**config.mk**
```make
export PLATFORM = sky130hd
export DESIGN_NAME = mixcol_seq
export DESIGN_NICKNAME = d
export VERILOG_FILES = /design/src/rtl/mixcol_seq.sv
export SDC_FILE = /design/constraint.sdc
export NUM_CORES = 1
export LEC_CHECK = 0
export CAP_MARGIN = 20
export CORE_MARGIN = 4
export CORE_UTILIZATION = 40
export DETAILED_ROUTE_END_ITERATION = 7
export PLACE_DENSITY = 0.74
export RECOVER_POWER = 25
export SLEW_MARGIN = 20
export SYNTH_ARGS = -nofsm -noshare
export SYNTH_HDL_FRONTEND = slang
export SYNTH_SLANG_ARGS = --single-unit
```
**constraint.sdc**
```tcl
create_clock -name clk -period 3.58 [get_ports clk]
set_input_delay 0.358 -clock clk [delete_from_list [all_inputs] [get_ports clk]]
set_output_delay 0.358 -clock clk [all_outputs]
set_load 0.01 [all_outputs]
```
**src/rtl/mixcol_seq.sv**
```systemverilog
// mixcol_seq: AES MixColumns engine that transforms CPC columns per cycle in place.
// Define MIXCOL_INV_EN to build the InvMixColumns datapath selected by the captured inv bit.
module mixcol_seq #(
    parameter int NB  = 4,
    parameter int CPC = 1
) (
    input  logic            clk,
    input  logic            rst,
    input  logic            in_valid,
    output logic            in_ready,
    input  logic [NB*32-1:0] in_state,
    input  logic            enbmc,
    input  logic            inv,
    output logic            out_valid,
    input  logic            out_ready,
    output logic [NB*32-1:0] out_state
);
    localparam int W  = NB * 32;
    localparam int CW = $clog2(NB + 1);

    typedef enum logic [1:0] {IDLE, BUSY, DONE} fsm_e;

    fsm_e          state_q, state_d;
    logic [CW-1:0] cnt_q, cnt_d;
    logic [W-1:0]  data_q, data_d;
    logic          enbmc_q, enbmc_d;

    function automatic logic [7:0] xtime(input logic [7:0] b);
        return {b[6:0], 1'b0} ^ (b[7] ? 8'h1b : 8'h00);
    endfunction

    function automatic logic [31:0] mix_fwd(input logic [31:0] col);
        logic [7:0]  a [4];
        logic [31:0] r;
        for (int i = 0; i < 4; i++) a[i] = col[31-8*i -: 8];
        r = '0;
        for (int i = 0; i < 4; i++) begin
            r[31-8*i -: 8] = xtime(a[i]) ^ xtime(a[(i+1)%4]) ^ a[(i+1)%4]
                           ^ a[(i+2)%4] ^ a[(i+3)%4];
        end
        return r;
    endfunction

`ifdef MIXCOL_INV_EN
    logic inv_q, inv_d;

    // Coefficients 0E/0B/0D/09 built from the x2/x4/x8 multiples of each byte.
    function automatic logic [31:0] mix_inv(input logic [31:0] col);
        logic [7:0]  a [4];
        logic [7:0]  x2 [4];
        logic [7:0]  x4 [4];
        logic [7:0]  x8 [4];
        logic [31:0] r;
        for (int i = 0; i < 4; i++) begin
            a[i]  = col[31-8*i -: 8];
            x2[i] = xtime(a[i]);
            x4[i] = xtime(x2[i]);
            x8[i] = xtime(x4[i]);
        end
        r = '0;
        for (int i = 0; i < 4; i++) begin
            r[31-8*i -: 8] = (x8[i] ^ x4[i] ^ x2[i])
                           ^ (x8[(i+1)%4] ^ x2[(i+1)%4] ^ a[(i+1)%4])
                           ^ (x8[(i+2)%4] ^ x4[(i+2)%4] ^ a[(i+2)%4])
                           ^ (x8[(i+3)%4] ^ a[(i+3)%4]);
        end
        return r;
    endfunction
`else
    logic unused_inv;
    assign unused_inv = inv;
`endif

    // NOTE: every variable assigned in always_comb gets a default first so no latch is inferred.
    always_comb begin
        logic [31:0] col;
        logic [31:0] res;
        int          base;
        state_d   = state_q;
        cnt_d     = cnt_q;
        data_d    = data_q;
        enbmc_d   = enbmc_q;
`ifdef MIXCOL_INV_EN
        inv_d     = inv_q;
`endif
        in_ready  = 1'b0;
        out_valid = 1'b0;
        col       = '0;
        res       = '0;
        base      = 0;
        unique case (state_q)
            IDLE: begin
                in_ready = 1'b1;
                if (in_valid) begin
                    data_d  = in_state;
                    enbmc_d = enbmc;
`ifdef MIXCOL_INV_EN
                    inv_d   = inv;
`endif
                    cnt_d   = '0;
                    state_d = BUSY;
                end
            end
            BUSY: begin
                for (int j = 0; j < CPC; j++) begin
                    base = W - 1 - 32 * (int'(cnt_q) + j);
                    col  = data_q[base -: 32];
`ifdef MIXCOL_INV_EN
                    res  = inv_q ? mix_inv(col) : mix_fwd(col);
`else
                    res  = mix_fwd(col);
`endif
                    // Pass-through still occupies the column slot so latency is mode-independent.
                    data_d[base -: 32] = enbmc_q ? res : col;
                end
                cnt_d = cnt_q + CW'(CPC);
                if (int'(cnt_q) == NB - CPC) state_d = DONE;
            end
            DONE: begin
                out_valid = 1'b1;
                if (out_ready) state_d = IDLE;
            end
            default: state_d = IDLE;
        endcase
    end

    // NOTE: the state register is reset too, so out_state reads zero straight after reset.
    always_ff @(posedge clk or posedge rst) begin
        if (rst) begin
            state_q <= IDLE;
            cnt_q   <= '0;
            data_q  <= '0;
            enbmc_q <= 1'b0;
`ifdef MIXCOL_INV_EN
            inv_q   <= 1'b0;
`endif
        end else begin
            // NOTE: sequential state uses non-blocking assignments only.
            state_q <= state_d;
            cnt_q   <= cnt_d;
            data_q  <= data_d;
            enbmc_q <= enbmc_d;
`ifdef MIXCOL_INV_EN
            inv_q   <= inv_d;
`endif
        end
    end

    assign out_state = data_q;

endmodule

```
==> impl_metrics.yaml, run 1 <==
run_status:
  outcome: "finished, violations left"
  violations: "capacitance limit, slew limit"
synth:
  syn_nets: 1207
  yosys.area_share.simple_pct: 14.12
  synth-adder-area-share_pct: 0.2492
  synth_ff_type: "dfrtp_1"
  synthArstFlopShare_pct: 100.0
  netlist_area_um2: 10040
  ys_seq_area_share_pct: 33.40
  synthMuxAreaShare_pct: 11.21
  synth_warnings: 0
  synth_edf_count: 0
  synth-xor-area-share_pct: 14.32
  synth.ff_latch_count: 134
  synthCells: 1071
  ys_types: 61
  avgSynthCellArea_um2: 9.375
  synth_compound_area_share_pct: 21.18
  synth_top_family_by_area: "compound AO/OA/AOI/OAI gates"
worst_setup_path:
  crit_chain: "buf_4 > mux4_1 > and2_1 > xnor3_1 > xnor2_1 > o221ai_1 > a21oi_1"
  slowest_stage: "dfrtp_2"
  required_ns: 3.93
  critical_path_class: "reg -> reg"
  critPathTopFamily: "XOR/XNOR gates"
  start_kind: "flop"
  cp_max_fo: 25
  cp.arrival_ns: 3.49
  worst-path-buf-inv: 1
  endpoint_kind: "flop"
  max_stage_delay_ns: 0.81
clock_network:
  clock_sinks: 134
  ctsResizeCount: 0
  ctsHoldBuffers: 0
  clk_pin_slew_ns: 0.06
  cts_buffers: 17
  cts.path.max_buffers: 2
  post_cts_buffers: 0
  root_buffer: "clkbuf_16"
  clk_latency_ns: 0.43
  cts_tree: "yes"
  htree_num_levels: 4
timing:
  layout_min_cycle_time_ns: 3.140
  slew_headroom_pct: -25.15
  fin_crit_sh_pct: 87.72
  tns_ns: 0
  slew_violations: 136
  fin_worst_skew_ns: 0.009966
  hold_viol_final: 0
  setup_viol: 0
  worst_pin_slew_ns: 1.877
  fmax_mhz: 318.4
  rsz0062_at_grt: "no"
cells_and_area:
  mostFrequentLayoutCells: "clkdlybuf4s50_1, nand2_1, dfrtp_1, nor2_1, xnor2_1"
  nets: 1431
  diodes: 0
  ff_latch_area_um2: 3356
  areaGrowthSynthToFinish_pct: 35.30
  multiInputGateArea_um2: 6181
  fillCellCount: 2201
  layout-drive-gt1-share_pct: 11.01
  mostFrequentLayoutCell: "clkdlybuf4s50_1"
die:
  io_pins: 264
  die_x_um: 166.4
  rows: 57
  fp.coreArea_um2: 24530
  die_area_um2: 27700
  dieHeight_um: 166.4
  start_util_pct: 40.93
flow_run:
  drv_cap: 2
route:
  wl_um: 40530
  wl_per_cell_um: 24.83
  vias_per_cell: 6.206
  num_vias: 10130
  drt_iter0_drc: 1161
  drt_pass1_iterations: 6
  drc_errors: 0
  drtAntennaViolNets: 0
place:
  dp_hpwl_um: 29060
  gp_congestion: 0.9119
  portBuffers: 262
global_route:
  gr-usage-all-layers_pct: 28.56
  grt_pass1_wl_um: 62510
  grt_pass1_vias: 10510
  grt_max_degree: 76
  grt_overflow: 0
  grt_antenna_before_repair: 0
hold_path:
  hold_path_class: "in -> reg"
-- final cells by class --
cell class | instances | area share, %
clock buffers | 18 | 3.159
clock inverters | 14 | 1.474
inverters | 4 | 0.1381
flip-flops and latches | 134 | 24.70
well taps | 324 | 2.984
multi-input cells | 834 | 45.50
repair buffers | 304 | 22.05
-- cell usage after synthesis (22+ instances only) --
cell / instances / share of area [%]
dfrtp_1: 134 / 33
nand2_1: 159 / 5.9
xnor2_1: 106 / 9.2
nor2_1: 112 / 4.2
a21oi_1: 50 / 2.5
clkbuf_1: 70 / 2.6
xor2_1: 22 / 1.9
a221oi_1: 46 / 4.0
o221ai_1: 29 / 2.5
mux4_1: 24 / 6.3
o221a_2: 28 / 3.1
o21ai_0: 93 / 4.6
and2_1: 23 / 1.4
-- worst min-delay path: stages --
cell	delay, ns
clkdlybuf4s50_1	0.40
nand2_1	0.06
a21oi_1	0.05
-- sequential cells by signal (all words and copies together), names as in the netlist --
name,count
cnt_q,3
enbmc_q,1
out_state,128
state_q,2
-- routing by layer --
metal | wire length (um) | vias to the layer above | track usage (%)
met1 | 16020 | 4962 | 37.17
met5 | 0 | - | 0
met2 | 18860 | 690 | 46.26
met3 | 4227 | 117 | 7.537
li1 | - | 4360 | -
met4 | 1418 | 0 | 10.14
-- path summary, 6_finish.rpt --
kind	startpoint	end	slack, ns	depth (start not counted)
setup / recovery	cnt_q[1]	out_state[55]	0.44	7
hold / removal	in_state[83]	out_state[83]	0.47	3
setup reg to reg	cnt_q[1]	out_state[55]	0.44	7
hold reg to reg	out_state[40]	out_state[40]	0.59	2
max in group asynchronous	rst	cnt_q[0]	1.22	3
min in group asynchronous	rst	out_state[30]	0.96	3
-- kinds of logic (layout without fill, tap and decap cells) --
| family | after synthesis | after routing |
|---|---|---|
| buffers and inverters | 103 | 340 |
| XOR/XNOR | 142 | 142 |
| flip-flops | 134 | 134 |
| adder cells (fa/ha/maj) | 2 | 2 |
| AO/OA/AOI/OAI | 297 | 297 |
| AND/OR/NAND/NOR | 336 | 336 |
| multiplexers | 57 | 57 |
-- per-stage QoR --
stage / util, % / setup slack [ns] / hold slack, ns / area [um2] / instances
5_1_grt: 55.38 / 0.2883 / 0.4802 / 13590 / 1632
2_1_floorplan: - / 1.205 / 0.4871 / 10040 / 1071
6_report: 55.38 / 0.4397 / 0.4679 / 13590 / 1632
3_5_place_dp: 52.83 / 0.5499 / 0.5677 / 12960 / 1600
4_1_cts: 55.40 / 0.5110 / 0.4657 / 13590 / 1632
3_3_place_gp: 52.83 / 0.5772 / 0.5690 / 12960 / 1600
Power of run 1 is left out: the tool's default activity adds up to more than one toggle a clock period on the data nets, which glitch-free logic cannot reach.
==> run 2, diff against run 1 <==
Settings changed: SKIP_LAST_GASP from default to 1.
==> results of run 2 <==
Same layout as run 1: the final DEF is identical, and so are final timing and power.
Power of run 2 is left out for the same reason.
